`src/rtl/fft8_input_loader.sv`:
```
// rtl/fft8_input_loader.sv - serial-to-parallel ping-pong frame loader ahead of the 8-point FFT core
module fft8_input_loader #(
   parameter int W      = 16,
   parameter int N      = 8,
   parameter bit BITREV = 1
) (
   input  logic         clk,
   input  logic         rst,
   input  logic [W-1:0] in_re,
   input  logic [W-1:0] in_im,
   input  logic         in_valid,
   input  logic         in_last,
   output logic         in_ready,
   output logic [W-1:0] x_re [0:N-1],
   output logic [W-1:0] x_im [0:N-1],
   output logic         out_valid,
   input  logic         out_ready,
   output logic         sync_err
);

   // Two banks of N complex samples; one fills while the other is presented.
   logic [W-1:0] bank_re [0:1][0:N-1];
   logic [W-1:0] bank_im [0:1][0:N-1];

   logic [1:0] full;
   logic [1:0] full_next;
   logic       wr_bank;
   logic       rd_bank;
   logic [2:0] wr_cnt;
   logic [2:0] slot;
   logic       accept;
   logic       frame_done;
   logic       release_frame;

   assign in_ready  = !full[wr_bank];
   assign out_valid = full[rd_bank];

   // Handshake decode and write-slot selection (bit-reversed for the DIT core).
   always_comb begin
      accept        = in_valid && in_ready;
      frame_done    = accept && (wr_cnt == 3'd7);
      release_frame = out_valid && out_ready;
      slot          = BITREV ? {wr_cnt[0], wr_cnt[1], wr_cnt[2]} : wr_cnt;
   end

   // Fill-complete and release may land on different banks in the same cycle.
   always_comb begin
      full_next = full;
      if (frame_done) begin
         full_next[wr_bank] = 1'b1;
      end
      if (release_frame) begin
         full_next[rd_bank] = 1'b0;
      end
   end

   // Sample storage: write the accepted beat into its slot of the filling bank.
   always_ff @(posedge clk) begin
      if (rst) begin
         for (int b = 0; b < 2; b++) begin
            for (int k = 0; k < N; k++) begin
               bank_re[b][k] <= '0;
               bank_im[b][k] <= '0;
            end
         end
      end else if (accept) begin
         bank_re[wr_bank][slot] <= in_re;
         bank_im[wr_bank][slot] <= in_im;
      end
   end

   // Bank pointers, beat counter, full flags and the framing-error pulse.
   always_ff @(posedge clk) begin
      if (rst) begin
         full     <= 2'b00;
         wr_bank  <= 1'b0;
         rd_bank  <= 1'b0;
         wr_cnt   <= 3'd0;
         sync_err <= 1'b0;
      end else begin
         full     <= full_next;
         sync_err <= 1'b0;
         if (release_frame) begin
            rd_bank <= !rd_bank;
         end
         if (accept) begin
            if (wr_cnt == 3'd7) begin
               // Eighth beat always closes the frame; a missing in_last is flagged.
               wr_cnt   <= 3'd0;
               wr_bank  <= !wr_bank;
               sync_err <= !in_last;
            end else if (in_last) begin
               // Early in_last: drop the partial frame and restart at slot 0.
               wr_cnt   <= 3'd0;
               sync_err <= 1'b1;
            end else begin
               wr_cnt <= wr_cnt + 3'd1;
            end
         end
      end
   end

   // Present the read bank; it cannot change until the consumer releases it.
   always_comb begin
      for (int k = 0; k < N; k++) begin
         x_re[k] = bank_re[rd_bank][k];
         x_im[k] = bank_im[rd_bank][k];
      end
   end

endmodule

```
`config.mk`:
```
export PLATFORM = sky130hd
export DESIGN_NAME = fft8_input_loader
export DESIGN_NICKNAME = d
export VERILOG_FILES = /design/src/rtl/fft8_input_loader.sv
export SDC_FILE = /design/constraint.sdc
export NUM_CORES = 1
export LEC_CHECK = 0
export BUFFER_PORTS_ARGS = -buffer_cell sky130_fd_sc_hd__buf_2
export CAP_MARGIN = 20
export CORE_UTILIZATION = 60
export CTS_BUF_LIST = sky130_fd_sc_hd__clkbuf_2 sky130_fd_sc_hd__clkbuf_4 sky130_fd_sc_hd__clkbuf_8
export CTS_CLUSTER_SIZE = 10
export DETAILED_ROUTE_END_ITERATION = 10
export GPL_TIMING_DRIVEN = 0
export PLACE_DENSITY_LB_ADDON = 0.1
export REMOVE_ABC_BUFFERS = 1
export SYNTH_ARGS = -nofsm -noshare
export SYNTH_HDL_FRONTEND = slang
export SYNTH_SLANG_ARGS = --single-unit
export TNS_END_PERCENT = 50
```
`constraint.sdc`:
```
create_clock -name clk -period 6.1 [get_ports clk]
set_input_delay 0.915 -clock clk [delete_from_list [all_inputs] [get_ports clk]]
set_output_delay 0.915 -clock clk [all_outputs]
set_load 0.02 [all_outputs]
```
==> qor.yml <==
timing:
  min_period_ns: 3.458
  finalCritPeriodShare_pct: 56.68
  fin_skew_ns: 0.01707
  finalHoldViolCount: 0
  whs_ns: 0.5583
  slew_violations: 0
  worst_slack_ns: 2.642
  slew_headroom_pct: 27.75
  worst_pin_slew_ns: 1.084
  rsz0062_at_grt: "no"
  fmax_mhz: 289.2
  tns_ns: 0
  setup_violations: 0
placed_design:
  dpl.hpwl_um: 34550
  dp_slack_ns: 2.352
  dpl_cell_area_um2: 23570
  place_congestion: 0.7706
  dp.cells: 2019
  io_buffer_count: 295
yosys:
  syn_area_um2: 21120
  synth-edff-count: 512
  synth_cell_types: 41
  synth_ff_type: "edfxtp_1"
  synth_most_common_cell: "edfxtp_1"
  syn_inst: 1305
  async_reset_ff_share_pct: 0
  yosysWarningCount: 0
  ys_seq_elements: 521
  yosysSeqAreaShare_pct: 73.65
  synth_area_leaders: "edfxtp_1 73%, mux2_2 14%, nor2_1 3.4%, and2_1 2.9%, and2_2 1.1%"
  synth.cells.most_frequent: "512 x edfxtp_1, 257 x mux2_2, 194 x nor2_1, 97 x and2_1, 64 x nand2_1"
  avgSynthCellArea_um2: 16.18
  synth_top_cell_area_share_pct: 72.80
  synth_top_area_cell: "edfxtp_1"
worst_hold_path:
  worstHoldStart: "wr_cnt[1]"
  hold_class: "reg -> reg"
  hold_depth: 2
finish:
  areaGrowthSynthToFinish_pct: 18.50
  fin_util_pct: 72.28
  layout.nets: 1689
  stdcell_area_um2: 25030
  drive_above_1_share_pct: 45.26
  stdcell_count: 2156
clock_network:
  cts-htree-levels: 3
  clock_latency_ns: 0.61
  cts_root_buf: "clkbuf_8"
  cts_resized: 0
  cts_tree: "yes"
  clk_pin_slew_ns: 0.06
  numCtsBuffers: 80
  clock_sinks: 521
  cts_hold_buf: 0
  cts_setup_buffers: 0
  clockBufferDepth: 3
power:
  swShare_pct: 22.62
  switchingPower_mw: 1.665
  p_per_area_nw_per_um2: 294.0
  seqPwrFrac_pct: 56.4
  p_clk_share_pct: 36.5
  power_mw: 7.359
  max-vdd-ir-drop_mv: 0.2003
  p_leak_nw: 9.829
  internal_power_mw: 5.694
  power.share.combinational_pct: 7.1
worst_setup_path:
  slowest_stage: "dfxtp_4"
  critPathMaxFanout: 64
  crit_path_frequent_cell: "buf_16"
  endpoint_kind: "output port"
  crit_arrival_ns: 2.54
  r2r-start: "wr_bank"
  cp_cell_sequence: "buf_16, buf_16, mux2_2, buf_2"
  r2r_cells: 6
  critical-path-max-stage-delay_ns: 0.64
  cp.required_ns: 5.18
  criticalPathCategory: "reg -> out"
  start_kind: "flop"
routing:
  viasPerCell: 5.797
  routed_wl_um: 55110
  drt_iter0_markers: 1014
  vias: 12500
  antenna_left: 0
  wl_per_cell_um: 25.56
  dr.pass1.iters: 5
  drc: 0
global_routing:
  grt_pass1_vias: 12380
  antenna_found_initial: 1
  grt_start_max_net_pins: 65
  grt_use_total_pct: 31.17
  grt_pass1_wl_um: 78970
  overflow: 0
floorplan:
  fp.coreArea_um2: 34630
  start_util_pct: 60.99
  fp.dieW_um: 189.6
  die_area_um2: 35950
  num_rows: 68
  die_h_um: 189.6
  io_pins: 296
outcome:
  status: "complete, no violations"
job:
  max-cap-violations: 0
==> sequential cells by signal (all words and copies together) (netlist names), named ones only <==
register and cells:
bank_im 256, bank_re 256, full 2, rd_bank 1, sync_err 1, wr_bank 1, wr_cnt 3
==> cells in the final DEF, fill, tap and decap left out, types with 2 or more instances in the layout <==
cell type / n
buf_4: 9
buf_2: 295
ha_1: 6
inv_1: 5
nor4b_1: 2
and2_2: 32
diode_2: 2
nor2_1: 194
clkinv_1: 17
nand3_4: 3
or2_2: 2
and3_1: 2
a31o_2: 5
clkbuf_8: 81
nor3_1: 5
o31ai_1: 3
buf_8: 4
nor4b_2: 2
nor4_1: 3
and2_1: 97
mux2_2: 257
a21oi_1: 3
edfxtp_1: 512
clkbuf_4: 34
dfxtp_1: 8
buf_16: 7
nand3_1: 3
clkinv_2: 3
nand2_1: 64
a21o_2: 7
buf_12: 17
==> worst max-delay path: cells and delay by family, from the launching register on <==
family	cells	cell delay, ns
buf+inv	3	0.80
mux	1	0.42
flops	1	0.64
==> layer usage <==
layer | wire length (µm) | up-vias | GRT usage [%]
met5 | 0 | - | 0
met4 | 1579 | 0 | 10.98
met3 | 5217 | 112 | 7.563
met2 | 26520 | 632 | 49.63
met1 | 21790 | 6285 | 42.23
li1 | - | 5469 | -
==> cells by family after synthesis <==
group	count (synthesis)	synth area share, %
and+or+nand+nor	418	9.698
AOI/OAI and AO/OA	22	0.8057
buffers and inverters	79	1.676
DFF	521	73.65
adders and majority gates	6	0.3554
xor gates and xnor gates	1	0.04148
muxes	258	13.77
==> area by class of cell <==
cell class,instances,area [µm²]
sequential,521,15560
fill,2359,9600
multi-input combinational,705,5286
timing repair buffer,332,2137
clock buffer,115,1370
tap,455,569.3
clock inverter,20,78.83
inverter,6,22.52
antenna,2,5.005
==> power by group through the flow <==
stage                     combinational, mW  clock, mW  sequential, mW
after floorplan                       0.268          0            4.21
after global placement                0.478          0            4.22
after detailed placement              0.519          0            4.22
after CTS                             0.523       2.71            4.15
after global routing                  0.547       2.87            4.16
final                                 0.522       2.69            4.15
==> worst paths after layout <==
| kind | end | slack (ns) |
|---|---|---|
| worst min-delay path | wr_cnt[1] | 0.56 |
| worst max register to register | bank_im[1][55] | 2.84 |
| worst min register to register | wr_cnt[1] | 0.56 |
| worst max-delay path | x_im[83] | 2.64 |
Power figures use the tool's default switching activity.
